<file path="config.mk">
export PLATFORM = sky130hd
export DESIGN_NAME = instr_encoder
export DESIGN_NICKNAME = d
export VERILOG_FILES = /design/src/rtl/instr_encoder.sv
export SDC_FILE = /design/constraint.sdc
export NUM_CORES = 1
export LEC_CHECK = 0
export BUFFER_PORTS_ARGS = -buffer_cell sky130_fd_sc_hd__buf_2
export CAP_MARGIN = 20
export CORE_MARGIN = 5
export CORE_UTILIZATION = 56
export DETAILED_ROUTE_END_ITERATION = 10
export PLACE_DENSITY = 0.95
export SLEW_MARGIN = 5
export SYNTH_ARGS = -nofsm -noshare
export SYNTH_HDL_FRONTEND = slang
export SYNTH_SLANG_ARGS = --single-unit
export TNS_END_PERCENT = 50
</file>
<file path="constraint.sdc">
create_clock -name clk -period 5.75 [get_ports clk]
set_clock_uncertainty 0.15 [all_clocks]
set_input_delay 1.15 -clock clk [delete_from_list [all_inputs] [get_ports clk]]
set_output_delay 1.15 -clock clk [all_outputs]
set_load 0.05 [all_outputs]
</file>
<file path="src/rtl/instr_encoder.sv">
// RV32I instruction encoder: packs field bundles into I/S/B/R words and
// streams them with sequential word addresses into instruction memory.
module instr_encoder #(
    parameter int BASE_ADDR = 0,
    parameter int ADDR_W    = 32,
    parameter int MAX_WORDS = 256
) (
    input  logic              clk,
    input  logic              rst_n,
    input  logic              start,
    input  logic              in_valid,
    output logic              in_ready,
    input  logic              in_last,
    input  logic [6:0]        in_opcode,
    input  logic [4:0]        in_rd,
    input  logic [4:0]        in_rs1,
    input  logic [4:0]        in_rs2,
    input  logic [2:0]        in_funct3,
    input  logic [6:0]        in_funct7,
    input  logic [31:0]       in_imm,
    output logic              out_valid,
    input  logic              out_ready,
    output logic [31:0]       out_instr,
    output logic [ADDR_W-1:0] out_addr,
    output logic              busy,
    output logic              done,
    output logic              err,
    output logic [8:0]        word_count
);

    localparam int          IDX_W   = $clog2(MAX_WORDS + 1);
    localparam logic [31:0] NOP     = 32'h0000_0013;
    localparam logic [6:0]  OP_LOAD = 7'b0000011;
    localparam logic [6:0]  OP_IMM  = 7'b0010011;
    localparam logic [6:0]  OP_ST   = 7'b0100011;
    localparam logic [6:0]  OP_BR   = 7'b1100011;
    localparam logic [6:0]  OP_REG  = 7'b0110011;
    localparam logic [ADDR_W-1:0] BASE = ADDR_W'(BASE_ADDR);
    localparam logic [ADDR_W-1:0] STEP = ADDR_W'(4);

    typedef enum logic [1:0] {IDLE, RUN, DRAIN, DONE} state_t;

    state_t            state;
    logic [IDX_W-1:0]  idx;
    logic [ADDR_W-1:0] addr_next;
    logic              accept;
    logic              handshake;
    logic              last_accept;
    logic              fits12;
    logic              fits13;
    logic [31:0]       enc_word;
    logic              enc_bad;

    // Sign-extension test: all bits above the field width match its MSB.
    assign fits12 = (&in_imm[31:11]) || !(|in_imm[31:11]);
    assign fits13 = ((&in_imm[31:12]) || !(|in_imm[31:12])) && !in_imm[0];

    always_comb begin
        enc_word = NOP;
        enc_bad  = 1'b0;
        unique case (in_opcode)
            OP_LOAD, OP_IMM: begin
                if (fits12)
                    enc_word = {in_imm[11:0], in_rs1, in_funct3,
                                in_rd, in_opcode};
                else
                    enc_bad = 1'b1;
            end
            OP_ST: begin
                if (fits12)
                    enc_word = {in_imm[11:5], in_rs2, in_rs1, in_funct3,
                                in_imm[4:0], in_opcode};
                else
                    enc_bad = 1'b1;
            end
            OP_BR: begin
                if (fits13)
                    enc_word = {in_imm[12], in_imm[10:5], in_rs2, in_rs1,
                                in_funct3, in_imm[4:1], in_imm[11],
                                in_opcode};
                else
                    enc_bad = 1'b1;
            end
            OP_REG: begin
                enc_word = {in_funct7, in_rs2, in_rs1, in_funct3,
                            in_rd, in_opcode};
            end
            default: enc_bad = 1'b1;
        endcase
    end

    assign in_ready    = (state == RUN) && (!out_valid || out_ready);
    assign accept      = in_valid && in_ready;
    assign handshake   = out_valid && out_ready;
    assign last_accept = in_last || (idx == IDX_W'(MAX_WORDS - 1));
    assign busy        = (state == RUN) || (state == DRAIN);
    assign done        = (state == DONE);

    always_ff @(posedge clk or negedge rst_n) begin
        if (!rst_n) begin
            state      <= IDLE;
            out_valid  <= 1'b0;
            out_instr  <= '0;
            out_addr   <= BASE;
            addr_next  <= BASE;
            idx        <= '0;
            err        <= 1'b0;
            word_count <= '0;
        end else begin
            if (handshake)
                word_count <= word_count + 9'd1;

            // Accept and drain in one cycle simply overwrite the register.
            if (accept) begin
                out_valid <= 1'b1;
                out_instr <= enc_word;
                out_addr  <= addr_next;
                addr_next <= addr_next + STEP;
                idx       <= idx + IDX_W'(1);
                if (enc_bad)
                    err <= 1'b1;
            end else if (handshake) begin
                out_valid <= 1'b0;
            end

            unique case (state)
                IDLE, DONE: begin
                    if (start) begin
                        state      <= RUN;
                        idx        <= '0;
                        addr_next  <= BASE;
                        err        <= 1'b0;
                        word_count <= '0;
                    end
                end
                RUN: begin
                    if (accept && last_accept)
                        state <= DRAIN;
                end
                DRAIN: begin
                    if (handshake)
                        state <= DONE;
                end
                default: state <= IDLE;
            endcase
        end
    end

endmodule
</file>
==> results of run 1 <==
through the flow:
stage,hold slack (ns),instances,total power [W]
final,0.3185,848,0.002422
after global routing,0.3411,848,0.002521
after CTS,0.3151,848,0.002435
after detailed placement,0.2969,816,0.001365
after global placement,0.2962,816,0.001349
after floorplan,0.3086,561,0.001230
routing by layer:
metal,GRT usage (%),share of wire (%),vias up
li1,-,-,2210
met1,31.08,41,2267
met2,42.76,51,206
met3,6.179,6.9,26
met4,9.378,1.9,0
met5,0,0,-
cell type report:
class / instances / area share, %
clock inverter: 14 / 2.657
multi-input combinational: 410 / 34.74
tap: 129 / 2.380
inverter: 16 / 0.8856
timing repair buffer: 147 / 10.96
sequential: 114 / 42.07
clock buffer: 18 / 6.310
worst max-delay path, stage by stage:
cell and delay [ns]:
buf_2 0.11, nand2b_1 0.23, and2_1 0.21, buf_2 0.20
path summary, 6_finish.rpt:
kind | endpoint | slack (ns) | cells after the start
worst max-delay path | in_ready | 2.54 | 4
worst min-delay path | out_addr[9]$_DFFE_PN0P_ | 0.32 | 2
worst max register to register | out_instr[27]$_DFFE_PN0P_ | 2.74 | 7
worst min register to register | out_addr[9]$_DFFE_PN0P_ | 0.32 | 2
max in group asynchronous | idx[1]$_DFF_PN0_ | 3.73 | 2
min in group asynchronous | out_addr[17]$_DFFE_PN0P_ | 0.57 | 1
power breakdown:
part | leakage (nW) | internal [W] | switching [W]
Sequential | 1.56 | 0.000844 | 0.0000343
Combinational | 1.77 | 0.000109 | 0.000368
Clock | 0.292 | 0.000677 | 0.000389
layout by cell type (no fill, tap or decap), drive strengths merged, types with 4 or more instances in the layout:
cell type,instances
buf,147
nand2,126
dfrtp,114
nor2,50
xor2,30
o21ai,23
nand4,20
a21oi,20
and2,19
inv,19
nand3,18
clkbuf,18
or3,10
a31o,8
and3,8
nor4,8
a22o,7
ha,7
xnor2,6
a21o,6
nor3,6
clkinv,6
nand2b,5
a22oi,5
a221o,5
and4,4
state kept, by name, indices dropped and copies added, names as in the netlist:
register,flops
idx,9
out_addr,30
err,1
out_instr,32
out_valid,1
addr_next,30
word_count,9
state,2
kinds of logic (layout without fill, tap and decap cells):
group / count (synthesis) / after routing / synth area share, %
mux: 1 / 1 / 0.1874
fa+ha+maj: 7 / 7 / 1.640
flops: 114 / 114 / 53.42
xor+xnor: 36 / 36 / 5.904
compound gates: 85 / 85 / 11.08
buf+inv: 37 / 195 / 2.788
other cells: 1 / 2 / 0.07022
simple gates: 279 / 279 / 24.91
==> impl_metrics.json, run 1 <==
{
  "synth.largest_area_cell": "dfrtp_1",
  "synthToLayoutAreaGrowth_pct": 26.99,
  "hpwl_um": 9540,
  "cts_setup_buffers": 0,
  "path_class": "in2out",
  "ys_ff_latch": 114,
  "fin_setup_tns_ns": 0,
  "grt_max_degree": 64,
  "peakVddDrop_v": 0.0001855,
  "required_ns": 4.45,
  "worst_pin_slew_ns": 1.061,
  "postRouteAntennaNets": 0,
  "crit_fanout": 6,
  "grt_pass1_vias": 4777,
  "io_buffer_count": 145,
  "rsz0062_at_grt": "false",
  "holdCritStartpoint": "out_addr[9]$_DFFE_PN0P_",
  "timing.slew.headroom_pct": 29.10,
  "synth_seq_area_share_pct": 53.42,
  "fmax_ghz": 0.3119,
  "synth.avg_cell_area_um2": 9.536,
  "syn_inst": 560,
  "drt-wirelength-per-cell_um": 16.36,
  "multi_input_area_um2": 2356,
  "synth_top_cells_by_area": "dfrtp_1 (53%), nand2_1 (8.9%), xor2_1 (4.9%)",
  "netlist.area_leader.share_pct": 53.42,
  "regToRegStartpoint": "state[1]$_DFFE_PN0P_",
  "antennaDiodeCount": 0,
  "die_h_um": 107.7,
  "cap_violations": 0,
  "io_pins": 148,
  "slew_violations": 0,
  "grt_first_pass_wirelength_um": 22910,
  "start_kind": "input port",
  "die_x_um": 107.7,
  "cts_buffers": 17,
  "synth-edff-count": 0,
  "status": "complete, no violations",
  "clk_latency_ns": 0.51,
  "vias": 4709,
  "post-route-drc-count": 0,
  "synth_commonest_cells": "nand2_1 (126), dfrtp_1 (114), nor2_1 (49), xor2_1 (30), o21ai_0 (23)",
  "cp-end-kind": "primary output",
  "path_clk_slew_ns": 0.06,
  "htreeDepth": 4,
  "via_per_inst": 5.553,
  "coreArea_um2": 9284,
  "post-route-util_pct": 73.05,
  "min_path_type": "reg2reg",
  "yosysMostFrequentCell": "nand2_1",
  "fillCellCount": 661,
  "cts_tree": "built",
  "start_util_pct": 57.52,
  "dp_slack_ns": 2.099,
  "seq_area_um2": 2853,
  "clock-sinks": 114,
  "p_leak_nw": 3.629,
  "antenna_found_initial": 0,
  "worstPathArrival_ns": 1.91,
  "setup_viol": 0,
  "drt_iter0_drc": 203,
  "startpoint": "out_ready",
  "routed_wl_um": 13870,
  "hold_viol": 0,
  "grt.overflow.total": 0,
  "fp-row-count": 35,
  "synthArstFlopShare_pct": 100.0,
  "fin_nets": 783,
  "cts_resized": 0,
  "gp_congestion": 0.8501,
  "synthFlopType": "dfrtp_1",
  "stdcell_area_um2": 6782,
  "cts-hold-fix-buffers": 0,
  "synth_cell_types": 49,
  "cts_max_path_buffers": 2,
  "setup_ws_ns": 2.544,
  "fin_crit_ns": 3.206,
  "mappedNetlistArea_um2": 5340,
  "grt_use_total_pct": 25.17,
  "first_pass_iters": 5,
  "power_density_nw_per_um2": 357.2,
  "min_period_over_period_pct": 55.76,
  "dieArea_um2": 11590,
  "cts-root-buf": "clkbuf_8",
  "ys_warn_count": 0,
  "place_area_um2": 6173,
  "layout-drive-gt1-share_pct": 28.23
}
Power figures use the tool's default switching activity.
==> run 2: changes to the inputs <==
--- a/config.mk
+++ b/config.mk
@@ -8,9 +8,9 @@
 export BUFFER_PORTS_ARGS = -buffer_cell sky130_fd_sc_hd__buf_2
 export CAP_MARGIN = 20
 export CORE_MARGIN = 5
-export CORE_UTILIZATION = 56
+export CORE_UTILIZATION = 52
 export DETAILED_ROUTE_END_ITERATION = 10
-export PLACE_DENSITY = 0.95
+export PLACE_DENSITY = 0.89
 export SLEW_MARGIN = 5
 export SYNTH_ARGS = -nofsm -noshare
 export SYNTH_HDL_FRONTEND = slang
==> constraint.sdc (replaced) <==
create_clock -name clk -period 3.25 [get_ports clk]
set_clock_uncertainty 0.15 [all_clocks]
set_input_delay 0.65 -clock clk [delete_from_list [all_inputs] [get_ports clk]]
set_output_delay 0.65 -clock clk [all_outputs]
set_load 0.05 [all_outputs]
==> run 2 against run 1 <==
Utilization down 5.7 points. Count of clock-buffer cells in the layout grew 1. Combinational power increased by 83%. Design area increased by 1.1%. Largest power group unchanged. Largest cell class unchanged. Global-route usage fell by 1.4 points. Cell count grew 1.5%. Setup slack worse by 1.9 ns. Non-clock buffer count is 6 higher. First-iteration DRC count increased by 26%.
==> impl_metrics.json, run 2 (synthesis gave the netlist of run 1 again) <==
{
  "die_x_um": 111.3,
  "via_per_inst": 5.577,
  "grt_max_degree": 53,
  "vias": 4802,
  "holdCritStartpoint": "in_imm[7]",
  "reg2reg_depth": 8,
  "cts_max_path_buffers": 2,
  "top_regs": "out_instr (32), addr_next (30), out_addr (30)",
  "p_seq_share_pct": 35.9,
  "crit_fanout": 23,
  "path_cells": "inv_1 -> ha_1 -> and3_2 -> buf_4 -> buf_4 -> nand4_1 -> xor2_1 -> nor2_1",
  "power_density_nw_per_um2": 633.3,
  "layout_common_cells": "buf_2 (144), nand2_1 (126), dfrtp_1 (114), nor2_1 (48), xor2_1 (30)",
  "fp-row-count": 37,
  "path_clk_slew_ns": 0.06,
  "setup_viol": 0,
  "post-route-drc-count": 0,
  "cts_buffers": 17,
  "cts_tree": "built",
  "crit_slowest_cell": "and3_2",
  "path_class": "reg2reg",
  "regMostFlops": "out_instr",
  "largest_register_ffs": 32,
  "start_util_pct": 52.43,
  "coreArea_um2": 10180,
  "io_buffer_count": 145,
  "timing.critical_path.max_delay_family": "simple AND/OR/NAND/NOR gates",
  "synthToLayoutAreaGrowth_pct": 28.42,
  "grt_pass1_vias": 5029,
  "timing.slew.headroom_pct": 48.93,
  "worst_pin_slew_ns": 0.7591,
  "drt_iter0_drc": 255,
  "rsz0062_at_grt": "false",
  "cap_violations": 0,
  "dp_slack_ns": 0.5163,
  "status": "complete, no violations",
  "worstHoldPathCells": 2,
  "postRouteAntennaNets": 0,
  "min_path_type": "in2reg",
  "grt_first_pass_wirelength_um": 24010,
  "p_leak_nw": 3.662,
  "antennaDiodeCount": 0,
  "internal_power_w": 0.002928,
  "startpoint": "state[1]$_DFFE_PN0P_",
  "power.switching_w": 0.001415,
  "first_pass_iters": 5,
  "crit_buf_inv": 3,
  "min_period_over_period_pct": 78.71,
  "worstPathArrival_ns": 2.78,
  "power_frac_comb_pct": 20.1,
  "fmax_ghz": 0.3909,
  "fin_setup_tns_ns": 0,
  "fin_nets": 789,
  "cp_slowest_stage_delay_ns": 0.52,
  "grt.overflow.total": 0,
  "clkPwrFrac_pct": 44.0,
  "clock-sinks": 114,
  "fillCellCount": 776,
  "die_h_um": 111.3,
  "io_pins": 148,
  "rr_endpoint": "addr_next[6]$_DFF_PN0_",
  "cp-end-kind": "flip-flop",
  "hold_viol": 0,
  "required_ns": 3.47,
  "routed_wl_um": 14360,
  "dieArea_um2": 12400,
  "cts_resized": 0,
  "fin_crit_ns": 2.558,
  "slew_violations": 0,
  "grt_use_total_pct": 23.75,
  "hold_path_end": "out_instr[27]$_DFFE_PN0P_",
  "peakVddDrop_v": 0.0003408,
  "layout-drive-gt1-share_pct": 28.69,
  "p_sw_share_pct": 32.58,
  "regToRegStartpoint": "state[1]$_DFFE_PN0P_",
  "hpwl_um": 9823,
  "htreeDepth": 4,
  "cts-root-buf": "clkbuf_8",
  "clk_latency_ns": 0.51,
  "drt-wirelength-per-cell_um": 16.68,
  "start_kind": "flip-flop",
  "setup_ws_ns": 0.6919,
  "cts_setup_buffers": 0,
  "layout_commonest_cell": "buf_2",
  "r2r_slack_ns": 0.69,
  "antenna_found_initial": 0,
  "crit_top_cell": "buf_4",
  "gp_congestion": 0.8626
}
run 2: cell count changes in the layout (fill, tap and decap cells not counted), sizes merged:
cell         change
buf              +5
clkbuf           +1
clkinvlp         +1
clkinv           -2
dlygate4sd3      +1
run 2: area by class of cell:
type	instances	area, um2	area share, %
well taps	136	170.2	2.481
repair buffers	153	803.3	11.71
multi-input cells	410	2356	34.36
flip-flops and latches	114	2853	41.60
clock inverters	13	173.9	2.536
clock buffers	19	441.7	6.440
inverters	16	60.06	0.8758
run 2: how the worst max path moves through the flow:
stage	to	slack, ns	cells after the start
CTS	in_ready	0.69	4
global placement	addr_next[6]$_DFF_PN0_	0.64	8
detailed placement	out_instr[20]$_DFFE_PN0P_	0.52	7
floorplan	out_instr[10]$_DFFE_PN0P_	1.01	6
finish	addr_next[6]$_DFF_PN0_	0.69	8
global route	addr_next[6]$_DFF_PN0_	0.49	8
run 2: power groups by stage:
stage          registers, W  logic (W)  clock network (W)
5_1_grt             0.00157   0.000954            0.00200
2_1_floorplan       0.00168   0.000495                  0
6_report            0.00156   0.000873            0.00191
3_5_place_dp        0.00158   0.000869                  0
4_1_cts             0.00156   0.000878            0.00192
3_3_place_gp        0.00157   0.000843                  0
run 2: layer usage:
| layer | GRT usage, % | share of wire (%) | up-vias |
|---|---|---|---|
| met5 | 0 | 0 | - |
| met4 | 9.002 | 2.5 | 0 |
| met2 | 40.49 | 50 | 234 |
| li1 | - | - | 2228 |
| met3 | 7.391 | 7.8 | 30 |
| met1 | 28.30 | 40 | 2310 |
run 2: timing repair:
item	4_1_cts	5_1_grt
endpoints found under the hold margin	39	0
hold buffers	1	0
endpoints found under the setup margin	0	0
run 2: through the flow:
stage	instances	total power, W	instance area (um2)	hold slack, ns	util (%)
6_report	861	0.004343	6858	0.1873	67.33
5_1_grt	861	0.004522	6858	0.1668	67.33
4_1_cts	861	0.004357	6858	0.1796	67.33
3_5_place_dp	828	0.002451	6232	0.3036	61.19
3_3_place_gp	828	0.002416	6232	0.2987	61.19
2_1_floorplan	561	0.002176	5344	0.2044	-
==> run 3: changes to the inputs <==
--- a/config.mk
+++ b/config.mk
@@ -8,9 +8,9 @@
 export BUFFER_PORTS_ARGS = -buffer_cell sky130_fd_sc_hd__buf_2
 export CAP_MARGIN = 20
 export CORE_MARGIN = 5
-export CORE_UTILIZATION = 52
+export CORE_UTILIZATION = 47
 export DETAILED_ROUTE_END_ITERATION = 10
-export PLACE_DENSITY = 0.89
+export PLACE_DENSITY = 0.86
 export SLEW_MARGIN = 5
 export SYNTH_ARGS = -nofsm -noshare
 export SYNTH_HDL_FRONTEND = slang
==> constraint.sdc (replaced) <==
create_clock -name clk -period 2.12 [get_ports clk]
set_clock_uncertainty 0.15 [all_clocks]
set_input_delay 0.424 -clock clk [delete_from_list [all_inputs] [get_ports clk]]
set_output_delay 0.424 -clock clk [all_outputs]
set_load 0.05 [all_outputs]
==> run 3 against run 2 <==
Clock power is 47% higher. Design area grew 2.6%. First-iteration DRC count is 6.7% higher. Setup slack got worse by 0.64 ns. Combinational power grew 73%. Wire length is 6.6% lower. Sequential cell count unchanged. Sequential share of layout area decreased by 1.0 points. Cell count up 2.7%. Critical endpoint is now in_ready. Largest cell class unchanged.
==> impl_metrics.json, run 3 (synthesis gave the netlist of run 1 again) <==
{
  "layout-drive-gt1-share_pct": 31.17,
  "start_util_pct": 47.37,
  "postRouteAntennaNets": 0,
  "die_x_um": 116.6,
  "dieArea_um2": 13590,
  "fmax_ghz": 0.4832,
  "grt_first_pass_wirelength_um": 22230,
  "fin_setup_tns_ns": 0,
  "die_h_um": 116.6,
  "path_clk_slew_ns": 0.06,
  "clock-sinks": 114,
  "finalPower_w": 0.006715,
  "internal_power_w": 0.004546,
  "cap_violations": 0,
  "antennaDiodeCount": 0,
  "fp-row-count": 39,
  "drt-wirelength-per-cell_um": 15.17,
  "via_per_inst": 5.243,
  "start_kind": "flip-flop",
  "required_ns": 1.55,
  "path_class": "reg2out",
  "cp-end-kind": "primary output",
  "grt_use_total_pct": 20.94,
  "grt_pass1_vias": 4652,
  "cts-root-buf": "clkbuf_16",
  "vias": 4635,
  "fin_nets": 805,
  "setup_viol": 0,
  "layout_common_cells": "buf_2 (142), nand2_1 (126), dfrtp_1 (112), nor2_1 (47), xor2_1 (30)",
  "p_leak_nw": 3.748,
  "antenna_found_initial": 0,
  "status": "complete, no violations",
  "drt_iter0_drc": 272,
  "largest_register_ffs": 32,
  "regMostFlops": "out_instr",
  "power_frac_comb_pct": 22.5,
  "first_pass_iters": 5,
  "power.switching_w": 0.002169,
  "dp.cells": 850,
  "stdcell_area_um2": 7039,
  "slew_violations": 0,
  "io_buffer_count": 145,
  "p_seq_share_pct": 35.6,
  "p_sw_share_pct": 32.30,
  "routed_wl_um": 13410,
  "htreeDepth": 4,
  "fin_crit_ns": 2.070,
  "cts_tree": "built",
  "layout_commonest_cell": "buf_2",
  "power_density_nw_per_um2": 954.0,
  "clkPwrFrac_pct": 41.9,
  "stdcell_count": 884,
  "min_path_type": "in2reg",
  "synthToLayoutAreaGrowth_pct": 31.82,
  "io_pins": 148,
  "rsz0062_at_grt": "true",
  "hold_viol": 0,
  "cts_max_path_buffers": 2,
  "crit_fanout": 4,
  "post-route-drc-count": 0,
  "hpwl_um": 9597,
  "grt_max_degree": 53,
  "grt.overflow.total": 0,
  "place_area_um2": 6392,
  "peakVddDrop_v": 0.0004451,
  "worst_hold_slack_ns": 0.05981,
  "min_period_over_period_pct": 97.63,
  "gp_congestion": 0.8584,
  "coreArea_um2": 11270,
  "top_regs": "out_instr (32), addr_next (30), out_addr (30)",
  "cts_buffers": 17,
  "worstPathArrival_ns": 1.50,
  "clk_latency_ns": 0.42
}
==> run 3: cell count changes in the layout (fill, tap and decap cells not counted), moves of 2 or more <==
cell	before	now
buf_12	1	4
buf_2	144	142
buf_4	7	20
buf_6	0	2
clkinv_2	0	3
clkinv_4	4	1
dfrtp_1	114	112
dfrtp_2	0	2
==> run 3: critical path, stage by stage (launching register included) <==
cell and delay [ns]:
dfrtp_1 0.39, inv_1 0.07, ha_2 0.20, buf_4 0.13, and2_1 0.13, buf_6 0.16
==> run 3: path summary, 6_finish.rpt <==
check | startpoint | end | slack (ns) | cells after the start
worst min-delay path | in_imm[8] | out_instr[28]$_DFFE_PN0P_ | 0.06 | 2
worst max register to register | state[1]$_DFFE_PN0P_ | addr_next[12]$_DFF_PN0_ | 0.11 | 6
max in group asynchronous | rst_n | addr_next[13]$_DFF_PN0_ | 0.85 | 3
min in group asynchronous | rst_n | out_instr[1]$_DFFE_PN0P_ | 0.35 | 2
worst min register to register | out_addr[11]$_DFFE_PN0P_ | out_addr[11]$_DFFE_PN0P_ | 0.32 | 2
worst max-delay path | state[1]$_DFFE_PN0P_ | in_ready | 0.05 | 5
==> run 3: routing by layer <==
| layer | vias to the layer above | track usage [%] | share of wire, % |
|---|---|---|---|
| met3 | 19 | 6.373 | 8.6 |
| met4 | 0 | 9.174 | 2.0 |
| met1 | 2168 | 26.60 | 41 |
| met5 | - | 0 | 0 |
| met2 | 184 | 33.26 | 48 |
| li1 | 2264 | - | - |
==> run 3: metrics by stage <==
stage	worst slack, ns	util, %
final	0.05029	62.45
after CTS	0.005275	62.13
after floorplan	0.04605	-
after global routing	-0.009040	62.45
after global placement	-0.01981	56.71
after detailed placement	-0.08577	56.71
==> run 3: final cells by class <==
class | instances | area, um2
multi-input combinational | 410 | 2384
fill | 938 | 4233
inverter | 16 | 60.06
clock buffer | 20 | 456.7
timing repair buffer | 169 | 973.4
sequential | 114 | 2855
clock inverter | 12 | 131.4
tap | 143 | 178.9
==> run 3: power by group through the flow <==
stage	clock (W)	combinational (W)	sequential (W)
finish	0.00281	0.00151	0.00239
global route	0.00297	0.00166	0.00241
CTS	0.00287	0.00150	0.00239
detailed placement	0	0.00145	0.00242
global placement	0	0.00141	0.00242
floorplan	0	0.000758	0.00258
==> run 3: what timing repair did <==
item	CTS	global route
hold buffers	1	0
pin swaps	0	2
gates cloned	0	0
setup buffers	0	1
endpoints found under the setup margin	2	23
hold endpoints to repair	34	0
resized for setup	4	8
